**config.mk**
```make
export PLATFORM = sky130hd
export DESIGN_NAME = vga_capture
export DESIGN_NICKNAME = d
export VERILOG_FILES = /design/src/rtl/vga_capture.sv
export SDC_FILE = /design/constraint.sdc
export NUM_CORES = 1
export LEC_CHECK = 0
export BUFFER_PORTS_ARGS = -buffer_cell sky130_fd_sc_hd__buf_2
export CAP_MARGIN = 40
export CORE_MARGIN = 2
export CORE_UTILIZATION = 55
export CTS_BUF_LIST = sky130_fd_sc_hd__clkbuf_8
export CTS_CLUSTER_DIAMETER = 60
export DETAILED_ROUTE_END_ITERATION = 10
export PLACE_DENSITY = 0.78
export SLEW_MARGIN = 5
export SYNTH_ARGS = -nofsm -noshare
export SYNTH_HDL_FRONTEND = slang
export SYNTH_SLANG_ARGS = --single-unit
```
**constraint.sdc**
```tcl
create_clock -name vga_clk -period 2.8 [get_ports vga_clk]
set_clock_uncertainty 0.1 [all_clocks]
set_input_delay 0.14 -clock vga_clk [delete_from_list [all_inputs] [get_ports vga_clk]]
set_output_delay 0.14 -clock vga_clk [all_outputs]
set_load 0.02 [all_outputs]
```
**src/rtl/vga_capture.sv**
```systemverilog
// VGA input capture: recovers pixel coordinates from incoming hsync/vsync/rgb and locks to the expected timing.
// Latency: rgb pin to pix_data is 2 vga_clk cycles (one sync stage plus one output register).
// Backpressure: none; a pixel stream with no stall path, and pixels are only emitted while locked.
module vga_capture #(
  parameter int H_SYNC  = 96,
  parameter int H_BACK  = 48,
  parameter int H_VALID = 640,
  parameter int H_TOTAL = 800,
  parameter int V_SYNC  = 2,
  parameter int V_BACK  = 33,
  parameter int V_VALID = 480,
  parameter int V_TOTAL = 525
) (
  input  logic        vga_clk,
  input  logic        sys_rst,
  input  logic        hsync,
  input  logic        vsync,
  input  logic [15:0] rgb,
  output logic        pix_valid,
  output logic [9:0]  pix_x,
  output logic [9:0]  pix_y,
  output logic [15:0] pix_data,
  output logic        sof,
  output logic        eol,
  output logic        locked,
  output logic        err
);

  localparam logic [1:0] ST_SEARCH = 2'd0;
  localparam logic [1:0] ST_VERIFY = 2'd1;
  localparam logic [1:0] ST_LOCKED = 2'd2;

  localparam logic [10:0] H_LAST  = 11'(H_TOTAL - 1);
  localparam logic [10:0] H_MAX   = 11'd2047;
  localparam logic [10:0] H_START = 11'(H_SYNC + H_BACK);
  localparam logic [10:0] H_END   = 11'(H_SYNC + H_BACK + H_VALID);
  localparam logic [9:0]  V_LAST  = 10'(V_TOTAL - 1);
  localparam logic [9:0]  V_MAX   = 10'd1023;
  localparam logic [9:0]  V_START = 10'(V_SYNC + V_BACK);
  localparam logic [9:0]  V_END   = 10'(V_SYNC + V_BACK + V_VALID);
  localparam logic [9:0]  X_LAST  = 10'(H_VALID - 1);

  // Only hsync needs the second stage (edge detect); vsync and rgb are consumed at s1.
  logic        hs_s1_q, hs_s2_q, vs_s1_q;
  logic [15:0] rgb_s1_q;
  logic [10:0] h_cnt_q, h_cnt_d;
  logic [9:0]  v_cnt_q, v_cnt_d;
  logic [1:0]  state_q, state_d;
  logic        vs_edge_q, vs_edge_d;   // vsync as seen at the previous hsync edge
  logic        first_q, first_d;       // next hsync edge has no valid line length behind it
  logic        lines_ok_q, lines_ok_d; // all line checks good since the last frame start
  logic        pix_valid_d, sof_d, eol_d, err_d;
  logic [9:0]  pix_x_d, pix_y_d;
  logic [15:0] pix_data_d;
  logic        pix_valid_q, sof_q, eol_q, err_q;
  logic [9:0]  pix_x_q, pix_y_q;
  logic [15:0] pix_data_q;

  logic h_edge, frame_start, line_bad, frame_good, is_locked, drop, active;

  // Timing detection and lock tracking for the current cycle.
  always_comb begin
    h_edge      = hs_s2_q & ~hs_s1_q;
    frame_start = h_edge & ~vs_s1_q & vs_edge_q;
    line_bad    = h_edge & ~first_q & (h_cnt_q != H_LAST);
    frame_good  = (v_cnt_q == V_LAST) & lines_ok_q & ~line_bad;
    is_locked   = (state_q == ST_LOCKED);
    // A single drop condition covers every reason for losing lock, so coincident causes give one err.
    drop        = is_locked & (line_bad | (frame_start & ~frame_good) | (h_cnt_q == H_MAX));
    active      = is_locked & ~drop &
                  (h_cnt_q >= H_START) & (h_cnt_q < H_END) &
                  (v_cnt_q >= V_START) & (v_cnt_q < V_END);
  end

  // Counters, check bookkeeping and the SEARCH/VERIFY/LOCKED sequencer.
  always_comb begin
    h_cnt_d    = (h_cnt_q == H_MAX) ? H_MAX : h_cnt_q + 11'd1;
    v_cnt_d    = v_cnt_q;
    vs_edge_d  = vs_edge_q;
    first_d    = first_q;
    lines_ok_d = lines_ok_q;
    state_d    = state_q;
    if (h_edge) begin
      h_cnt_d   = 11'd0;
      vs_edge_d = vs_s1_q;
      first_d   = 1'b0;
      if (frame_start)
        v_cnt_d = 10'd0;
      else if (v_cnt_q != V_MAX)
        v_cnt_d = v_cnt_q + 10'd1;
    end else if (state_q == ST_SEARCH) begin
      first_d = 1'b1;
    end
    if (frame_start)
      lines_ok_d = 1'b1;
    else if (line_bad)
      lines_ok_d = 1'b0;
    case (state_q)
      ST_SEARCH: if (frame_start) state_d = ST_VERIFY;
      ST_VERIFY: if (frame_start && frame_good) state_d = ST_LOCKED;
      ST_LOCKED: if (drop) state_d = ST_SEARCH;
      default:   state_d = ST_SEARCH;
    endcase
  end

  // Output stage: coordinates and data are forced to zero outside active pixels.
  always_comb begin
    pix_valid_d = active;
    pix_x_d     = active ? 10'(h_cnt_q - H_START) : 10'd0;
    pix_y_d     = active ? (v_cnt_q - V_START) : 10'd0;
    pix_data_d  = active ? rgb_s1_q : 16'd0;
    sof_d       = active & (pix_x_d == 10'd0) & (pix_y_d == 10'd0);
    eol_d       = active & (pix_x_d == X_LAST);
    err_d       = drop;
  end

  // All state, with asynchronous reset to the idle/search condition.
  always_ff @(posedge vga_clk or posedge sys_rst) begin
    if (sys_rst) begin
      hs_s1_q     <= 1'b1;
      hs_s2_q     <= 1'b1;
      vs_s1_q     <= 1'b1;
      rgb_s1_q    <= 16'd0;
      h_cnt_q     <= 11'd0;
      v_cnt_q     <= 10'd0;
      state_q     <= ST_SEARCH;
      vs_edge_q   <= 1'b1;
      first_q     <= 1'b1;
      lines_ok_q  <= 1'b1;
      pix_valid_q <= 1'b0;
      pix_x_q     <= 10'd0;
      pix_y_q     <= 10'd0;
      pix_data_q  <= 16'd0;
      sof_q       <= 1'b0;
      eol_q       <= 1'b0;
      err_q       <= 1'b0;
    end else begin
      hs_s1_q     <= hsync;
      hs_s2_q     <= hs_s1_q;
      vs_s1_q     <= vsync;
      rgb_s1_q    <= rgb;
      h_cnt_q     <= h_cnt_d;
      v_cnt_q     <= v_cnt_d;
      state_q     <= state_d;
      vs_edge_q   <= vs_edge_d;
      first_q     <= first_d;
      lines_ok_q  <= lines_ok_d;
      pix_valid_q <= pix_valid_d;
      pix_x_q     <= pix_x_d;
      pix_y_q     <= pix_y_d;
      pix_data_q  <= pix_data_d;
      sof_q       <= sof_d;
      eol_q       <= eol_d;
      err_q       <= err_d;
    end
  end

  assign pix_valid = pix_valid_q;
  assign pix_x     = pix_x_q;
  assign pix_y     = pix_y_q;
  assign pix_data  = pix_data_q;
  assign sof       = sof_q;
  assign eol       = eol_q;
  assign err       = err_q;
  assign locked    = is_locked;

endmodule

```
=== Word-level counts from Yosys, hierarchy flattened ===
Cells that the tools add are included.

* Output and inout bits: 41
* Memory bits (writable): 0
* Bits of input ports: 20
* Memories kept: 0
* ROM bits: 0
* Register bits after elaboration: 85
* Bits in latches: 0

* Div/mod/pow operators: 0
* Reduce and logical (&&, ||, !) cells: 9
* Add/sub/neg operators: 4
* Multipliers: 0
* Eq/ne operators: 10
* Muxes and demuxes: 15
* Shifts and indexed selects: 0
* Bitwise operators: 25
* Order comparisons: 4

{| class="wikitable"
|+ Operators by type and width
! kind !! count
|-
| 10-bit 2-to-1 mux || 4
|-
| 11-bit 2-to-1 mux || 2
|-
| 10-bit == test, second input constant || 2
|-
| 10-bit logical NOT || 2
|-
| 1-bit bitwise AND || 17
|-
| 16-bit 2-to-1 mux || 1
|-
| 11-bit by 1-bit adder with 11-bit output, second input constant || 1
|-
| 11-bit == test, second input constant || 1
|-
| 11-bit by 8-bit >= comparator with 1-bit output, second input constant || 1
|-
| 11-bit by 10-bit < comparator with 1-bit output, second input constant || 1
|-
| 11-bit by 10-bit != test with 1-bit output, second input constant || 1
|-
| 10-bit by 1-bit adder with 10-bit output, second input constant || 1
|-
| 10-bit by 6-bit >= comparator with 1-bit output, second input constant || 1
|-
| 10-bit < comparator, second input constant || 1
|-
| 10-bit != test, second input constant || 1
|-
| 10-bit by 6-bit subtractor with 10-bit output, second input constant || 1
|-
| 10-bit by 8-bit subtractor with 10-bit output, second input constant || 1
|-
| 2-bit 2-to-1 mux || 3
|-
| 1-bit NOT || 6
|-
| 2-bit case mux with 3 select lines || 1
|-
| 2-bit nonzero test || 3
|-
| 1-bit 2-to-1 mux || 4
|-
| 2-bit != test, second input constant || 2
|-
| 3-bit AND reduction || 1
|-
| other kinds (7) || 8
|}

=== Logic depth before layout (Yosys ltp) ===
Gate-level depths: netlist of the first run.

* Depth in word-level cells: 21
* Depth in mapped cells: 9
* Gate-level depth less buffers: 8

=== Least setup slack after synthesis of the first run ===
Ideal clock, no wire load.

* Path kind: flip-flop to flip-flop
* From: reg v_cnt_q[0]
* To: reg pix_data_q[10], in the netlist pix_data[10]
* Period minus slack after synthesis: 2333 ps
* Stages on the path, launching flop included: 10
* Slack: 467 ps
* Arrival time: 2114 ps
* Setup time: 119 ps
* Cells stage by stage: dfrtp_1 ha_1 clkbuf_1 o41ai_2 a21oi_1 a31o_2 nand4_4 inv_2 buf_4 and2_1

* Word-level cells in the longest chain between the ends: 15

{| class="wikitable"
|+ RTL lines
! element !! line !! source
|-
| start, declared || 47 || <nowiki>logic [9:0] v_cnt_q, v_cnt_d;</nowiki>
|-
| start signal, assigned || 143 || <nowiki>v_cnt_q <= v_cnt_d;</nowiki>
|-
| 10-bit == test || 66 || <nowiki>frame_good = (v_cnt_q == V_LAST) & lines_ok_q & ~line_bad;</nowiki>
|-
| 1-bit bitwise AND (2 in a row) || 66 ||
|-
| 1-bit NOT || 69 || <nowiki>drop = is_locked & (line_bad | (frame_start & ~frame_good) | (h_cnt_q == H_MAX));</nowiki>
|-
| 1-bit bitwise AND || 69 ||
|-
| 1-bit bitwise OR (2 in a row) || 69 ||
|-
| 1-bit bitwise AND || 69 ||
|-
| 1-bit NOT || 70 || <nowiki>active = is_locked & ~drop &</nowiki>
|-
| 1-bit bitwise AND (2 in a row) || 70 ||
|-
| 1-bit bitwise AND (2 in a row) || 71 || <nowiki>(h_cnt_q >= H_START) & (h_cnt_q < H_END) &</nowiki>
|-
| 1-bit bitwise AND * || 72 || <nowiki>(v_cnt_q >= V_START) & (v_cnt_q < V_END);</nowiki>
|-
| via active || 59 || <nowiki>logic h_edge, frame_start, line_bad, frame_good, is_locked, drop, active;</nowiki>
|-
| 16-bit 2-to-1 mux * || 111 || <nowiki>pix_data_d = active ? rgb_s1_q : 16'd0;</nowiki>
|-
| via pix_data_d[10] || 54 || <nowiki>logic [15:0] pix_data_d;</nowiki>
|-
| end signal, assigned || 151 || <nowiki>pix_data_q <= pix_data_d;</nowiki>
|-
| end, declared || 57 || <nowiki>logic [15:0] pix_data_q;</nowiki>
|}

Mark *: on every way through the listed nets, which the timed path passes. The rest lies on a longest branch.
A chain may end at the register's enable or synchronous reset.

=== Final worst setup path of the first run ===
* From: reg h_cnt_q[5]
* To: reg pix_y_q[2], in the netlist pix_y[2]

* Word-level cells in the longest chain between the ends: 16

{| class="wikitable"
|+ RTL lines
! element !! line !! source
|-
| start, declared || 46 || <nowiki>logic [10:0] h_cnt_q, h_cnt_d;</nowiki>
|-
| start signal, assigned || 142 || <nowiki>h_cnt_q <= h_cnt_d;</nowiki>
|-
| 11-bit by 10-bit != test with 1-bit output || 65 || <nowiki>line_bad = h_edge & ~first_q & (h_cnt_q != H_LAST);</nowiki>
|-
| 1-bit bitwise AND || 65 ||
|-
| 1-bit NOT || 66 ||
|-
| 1-bit bitwise AND || 66 ||
|-
| 1-bit NOT || 69 ||
|-
| 1-bit bitwise AND || 69 ||
|-
| 1-bit bitwise OR (2 in a row) || 69 ||
|-
| 1-bit bitwise AND || 69 ||
|-
| 1-bit NOT || 70 ||
|-
| 1-bit bitwise AND (2 in a row) || 70 ||
|-
| 1-bit bitwise AND * (2 in a row) || 71 ||
|-
| 1-bit bitwise AND * || 72 ||
|-
| 10-bit 2-to-1 mux * || 110 || <nowiki>pix_y_d = active ? (v_cnt_q - V_START) : 10'd0;</nowiki>
|-
| via pix_y_d[2] || 53 || <nowiki>logic [9:0] pix_x_d, pix_y_d;</nowiki>
|-
| end signal, assigned || 150 || <nowiki>pix_y_q <= pix_y_d;</nowiki>
|-
| end, declared || 56 || <nowiki>logic [9:0] pix_x_q, pix_y_q;</nowiki>
|}

Marked as above.

==> results of run 1 <==
## routing by layer
layer	track usage, %	wire length [um]	up-vias	share of wire [%]
met5	0	0	-	0
met4	11.3	193	0	2.8
met3	3.93	332	18	4.8
met2	32.3	3430	74	50
met1	28.8	2930	1242	43
li1	-	-	1246	-
## cell usage after synthesis (all sizes together)
cell type  instances  share of area, %
dfrtp             79                55
nor2              35               3.7
a21oi             20               2.8
and2              20               3.5
nand2             18               1.9
xnor2             17               4.2
inv               14               1.5
clkbuf            12               1.3
o21ai             11               1.5
nand3              8               1.1
nor3               8               1.1
buf                7               1.1
ha                 7               2.5
nand2b             7               1.2
nor4               7               1.2
dfstp              6               4.4
and4               4              0.98
xor2               4              0.98
a31oi              3              0.53
nand4              3              0.95
a211oi             2              0.42
and3               2              0.35
nand3b             2              0.42
nor2b              2              0.35
nor3b              2              0.42
nor4b              2              0.49
o31a               2              0.49
o41ai              2              0.70
or3                2              0.35
a2111oi            1              0.42
a221o              1              0.28
a221oi             1              0.74
a31o               1              0.25
and4bb             1              0.35
mux2               1              0.32
nand4b             1              0.25
o211a              1              0.28
o21ba              1              0.28
o22ai              1              0.18
or2                1              0.18
or3b               1              0.25
or4                1              0.21
or4b               1              0.28
## stage by stage
stage | power (W) | instances | util, % | cell area, um2 | hold slack (ns)
2_1_floorplan | 0.00169 | 322 | - | 3570 | 0.0445
3_3_place_gp | 0.00177 | 451 | 62.8 | 3970 | 0.145
3_5_place_dp | 0.00179 | 451 | 62.8 | 3970 | 0.146
4_1_cts | 0.00261 | 486 | 68.7 | 4340 | 0.292
5_1_grt | 0.00273 | 486 | 68.8 | 4340 | 0.298
6_report | 0.00259 | 486 | 68.8 | 4340 | 0.291
## critical path, cell delays in order, from the launching register on
cell	delay (ns)
dfrtp_1	0.45
inv_1	0.14
ha_1	0.18
or4b_1	0.43
o31a_1	0.31
a221oi_4	0.26
nand4_4	0.25
inv_4	0.22
and3_1	0.18
## sequential cells by signal, indices dropped and copies added (netlist names), 2 cells and up
| signal | cells |
|---|---|
| pix_x | 10 |
| v_cnt_q | 10 |
| pix_data | 16 |
| rgb_s1_q | 16 |
| state_q | 2 |
| pix_y | 10 |
| h_cnt_q | 11 |
## worst paths after layout
check                               to  slack (ns)  cells after the start
max                           pix_y[2]        0.22                      8
min                            hs_s2_q        0.29                      0
max reg2reg                   pix_y[2]        0.22                      8
min reg2reg                    hs_s2_q        0.29                      0
max in group asynchronous   lines_ok_q        1.48                      4
min in group asynchronous  pix_data[9]        0.31                      3
## cell usage in the layout (no fill, tap or decap), types with 11 or more instances in the layout
cell / n
dfrtp_1: 79
dlygate4sd3_1: 19
xnor2_1: 17
a21oi_1: 20
inv_1: 13
buf_4: 11
nor2_1: 35
buf_2: 60
and2_1: 20
nand2_1: 18
## power groups by stage
stage          sequential (W)  clock (W)  combinational (W)
2_1_floorplan         0.00137          0           0.000314
3_3_place_gp          0.00143          0           0.000343
3_5_place_dp          0.00144          0           0.000353
4_1_cts               0.00141   0.000817           0.000375
5_1_grt               0.00143   0.000871           0.000423
6_report              0.00142   0.000799           0.000374
## repair_timing
| action | 4_1_cts | 5_1_grt |
|---|---|---|
| setup endpoints to repair | 0 | 20 |
| resized for setup | 0 | 2 |
| endpoints found under the hold margin | 60 | 0 |
| hold buffers | 19 | 0 |
## cell type report
cell class / instances / share of cell area (%)
flip-flops and latches: 85 / 49.2
inverters: 14 / 1.30
repair buffers: 90 / 13.2
clock inverters: 7 / 1.33
multi-input cells: 204 / 29.9
well taps: 77 / 2.22
clock buffers: 9 / 2.85
## cell families after synthesis
group | share of synthesized area, %
buffers and inverters | 3.89
XOR/XNOR | 5.15
adder cells (fa/ha/maj) | 2.45
multiplexers | 0.315
AO/OA/AOI/OAI | 8.89
AND/OR/NAND/NOR | 19.6
flip-flops | 59.7
==> summary.txt, run 1 <==
status: completed
Worst setup EP type: flip-flop
maximum capacitance violations: 0
Critical Path Start Type: flip-flop
Critical Path Source: h_cnt_q[5]
setup TNS: 0 ns
initial antenna violation count: 0
Die W: 84.6 um
Slew Viols, Final: 0
Max VDD drop: 0.355 mV
Post-Syn Area: 0.00357 mm2
full die area: 0.00716 mm2
Total Routed Length: 6.89 mm
final number of setup-violating endpoints: 0
RSZ-0062 raised after global routing: no
Iter 0 DRT Violations: 190
Core ar.: 0.00631 mm2
PnR worst setup slack: 0.215 ns
syn nets: 349
Fillers: 463
io pins: 61
Ant. Diodes: 0
clock power share: 30.9%
first-pass GRT wire length: 11.8 mm
Max Clk Rate: 387 MHz
Antenna Nets Post-Route: 0
worst slew pin tran: 0.848 ns
number of synthesis warnings: 0
buffers inserted by post-CTS timing repair: 0
number of global-route vias before repair: 2459
Worst Min Path Start: hs_s1_q
CTS Buf Count: 9
min cycle time layout: 2.58 ns
worst slack, placed: 0.148 ns
sw power: 0.000777 W
Yosys reg bits: 85
clk buf depth: 2
Clock Root Buffer: clkbuf_8
post-route clock period utilization: 92.3%
GRT Resource Usage Total: 21.1%
LEAKAGE: 2.14 nW
area of the multi-input gates: 0.00130 mm2
Die Y: 84.6 um
Crit Path Max Fanout: 21
Area Growth Syn to Fin: 21.5%
Switching Fraction: 30.0%
Port Buffers: 60
Rel. slew slack: 42.7%
DPL Wire Length: 4.66 mm
critical path class: flip-flop to flip-flop
Yosys cell types: 49
initial core utilization: 56.6%
htree depth: 3
grt total ovfl: 0
# nets final: 431
Power Density: 596 mW/mm2
share of cells above drive strength 1: 25.4%
final hold vios: 0
Rows: 29
clock slew seen by the registers of the worst setup and hold paths: 0.09 ns
CTS tree: done
CP arrival: 2.79 ns
worst skew pair latency: 0.36 ns
drt wl/cell: 14.2 um
Flop pwr share: 54.7%
mean cell area of the mapped netlist: 11.1 um2
largest net degree at the start of global routing: 45
RePlAce Congestion: 0.896
Critical Path RT: 3.01 ns
Post-Syn Instances: 322
Storage cell area: 0.00213 mm2
cell-internal power: 0.00181 W
register area share after synthesis: 59.7%
Pre-antenna DRT Iters: 4
Vias/cell: 5.31
logic gate share of total power: 14.4%
hold crit path type: flip-flop to flip-flop
via count: 2580
reg2reg start: h_cnt_q[5]
DRC Markers: 0
clock sink count: 85
Power figures use the tool's default switching activity.
==> run 2, diff against run 1 <==
--- a/config.mk
+++ b/config.mk
@@ -7,12 +7,14 @@
 export LEC_CHECK = 0
 export BUFFER_PORTS_ARGS = -buffer_cell sky130_fd_sc_hd__buf_2
 export CAP_MARGIN = 40
+export CELL_PAD_IN_SITES_DETAIL_PLACEMENT = 0
+export CELL_PAD_IN_SITES_GLOBAL_PLACEMENT = 1
 export CORE_MARGIN = 2
-export CORE_UTILIZATION = 55
+export CORE_UTILIZATION = 49
 export CTS_BUF_LIST = sky130_fd_sc_hd__clkbuf_8
 export CTS_CLUSTER_DIAMETER = 60
 export DETAILED_ROUTE_END_ITERATION = 10
-export PLACE_DENSITY = 0.78
+export PLACE_DENSITY_LB_ADDON = 0.1
 export SLEW_MARGIN = 5
 export SYNTH_ARGS = -nofsm -noshare
 export SYNTH_HDL_FRONTEND = slang
==> constraint.sdc (replaced) <==
create_clock -name vga_clk -period 3.2 [get_ports vga_clk]
set_clock_uncertainty 0.1 [all_clocks]
set_input_delay 0.16 -clock vga_clk [delete_from_list [all_inputs] [get_ports vga_clk]]
set_output_delay 0.16 -clock vga_clk [all_outputs]
set_load 0.02 [all_outputs]
==> run 2 against run 1 <==
Worst setup slack improved by 0.23 ns. Wire length up 3.8%. Via count shrank 2.0%. Design area is 0.58% higher. First-iteration DRC count down 35%. Final cell count rose by 3.7%. Highest routed layer unchanged. Utilization fell by 7.6 points.
==> summary.txt, run 2 (synthesis results as in run 1) <==
grt total ovfl: 0
most frequent cells in the layout: dfrtp_1 (79), buf_2 (60), nor2_1 (35)
full die area: 0.00799 mm2
CTS tree: done
worst slack on hold paths: 0.288 ns
min cycle time layout: 2.76 ns
first-pass GRT wire length: 12.0 mm
worst slack, placed: 0.439 ns
Rows: 31
RePlAce Congestion: 0.824
commonest non-fill, non-tap cell in the layout: dfrtp_1
Ant. Diodes: 0
Total Routed Length: 7.15 mm
Rel. slew slack: 52.0%
Util after Layout: 61.2%
Antenna Nets Post-Route: 0
Core ar.: 0.00714 mm2
clock sink count: 85
post-route clock period utilization: 86.1%
clock slew seen by the registers of the worst setup and hold paths: 0.08 ns
hold crit path type: flip-flop to flip-flop
number of global-route vias before repair: 2457
critical path class: flip-flop to flip-flop
largest net degree at the start of global routing: 45
Crit Path Max Fanout: 13
DPL Wire Length: 4.86 mm
LEAKAGE: 2.14 nW
Pre-antenna DRT Iters: 4
DRC Markers: 0
clk buf depth: 2
final hold vios: 0
io pins: 61
CP arrival: 2.92 ns
Slew Viols, Final: 0
Die W: 89.4 um
status: completed
Power Density: 532 mW/mm2
Vias/cell: 5.02
drt wl/cell: 14.2 um
Port Buffers: 60
Max Clk Rate: 363 MHz
cts repair resizes: 0
Fillers: 624
GRT Resource Usage Total: 19.9%
Die Y: 89.4 um
CTS Buf Count: 9
via count: 2529
PnR worst setup slack: 0.444 ns
htree depth: 3
Critical Path RT: 3.36 ns
Area Growth Syn to Fin: 22.2%
worst skew pair latency: 0.36 ns
share of cells above drive strength 1: 24.7%
Worst setup EP type: flip-flop
# nets final: 427
maximum capacitance violations: 0
setup TNS: 0 ns
Clock Root Buffer: clkbuf_8
Max VDD drop: 0.320 mV
initial core utilization: 50.1%
initial antenna violation count: 0
placed instance area: 0.00398 mm2
Iter 0 DRT Violations: 123
final instance area: 0.00437 mm2
worst slew pin tran: 0.719 ns
final number of setup-violating endpoints: 0
RSZ-0062 raised after global routing: no
Critical Path Start Type: flip-flop
-- run 2: cell types whose count changed in the layout (fill, tap and decap cells not counted) --
cell | previous run | this run
buf_4 | 11 | 6
inv_2 | 0 | 1
bufinv_16 | 0 | 1
inv_4 | 1 | 0
inv_6 | 3 | 1
clkinv_2 | 1 | 2
buf_12 | 0 | 1
-- run 2: power breakdown --
part           switching [W]  internal (W)
clock network       0.000396      0.000366
registers           0.000100       0.00114
logic               0.000170      0.000150
-- run 2: layout make-up --
cell class              instances  area [um2]  area share (%)
flip-flops and latches         85        2130            48.9
multi-input cells             204        1300            29.8
repair buffers                 86         556            12.7
clock buffers                   9         124            2.84
well taps                      99         124            2.84
clock inverters                 7        75.1            1.72
inverters                      14        53.8            1.23
-- run 2: per-stage QoR --
| stage | instances | total power, W |
|---|---|---|
| after global placement | 469 | 0.00156 |
| after floorplan | 322 | 0.00148 |
| final | 504 | 0.00232 |
| after detailed placement | 469 | 0.00157 |
| after CTS | 504 | 0.00235 |
| after global routing | 504 | 0.00245 |
-- run 2: worst max-delay path: stages, from the launching register on --
cell	delay [ns]
dfrtp_1	0.62
ha_1	0.23
or4b_1	0.43
o31a_1	0.32
a221oi_4	0.26
nand4_4	0.23
buf_4	0.24
nor4_1	0.24
-- run 2: layer usage --
| metal | wire [um] | part of all wire, % | GRT usage [%] |
|---|---|---|---|
| met1 | 3320 | 46 | 27.1 |
| met2 | 3480 | 49 | 31.5 |
| met3 | 241 | 3.4 | 3.51 |
| met4 | 110 | 1.5 | 8.14 |
| met5 | 0 | 0 | 0 |
-- run 2: final timing paths --
| path | start | cells after the start | slack, ns | to |
|---|---|---|---|---|
| worst max-delay path | h_cnt_q[4] | 7 | 0.44 | eol |
| worst min-delay path | hs_s1_q | 0 | 0.29 | hs_s2_q |
| worst max register to register | h_cnt_q[4] | 7 | 0.44 | eol |
| worst min register to register | hs_s1_q | 0 | 0.29 | hs_s2_q |
| max in group asynchronous | sys_rst | 4 | 1.95 | first_q |
| min in group asynchronous | sys_rst | 3 | 0.34 | rgb_s1_q[11] |
-- run 2: timing repair --
item	CTS	global route
hold buffers	19	0
setup buffers	0	0
hold endpoints to repair	59	0
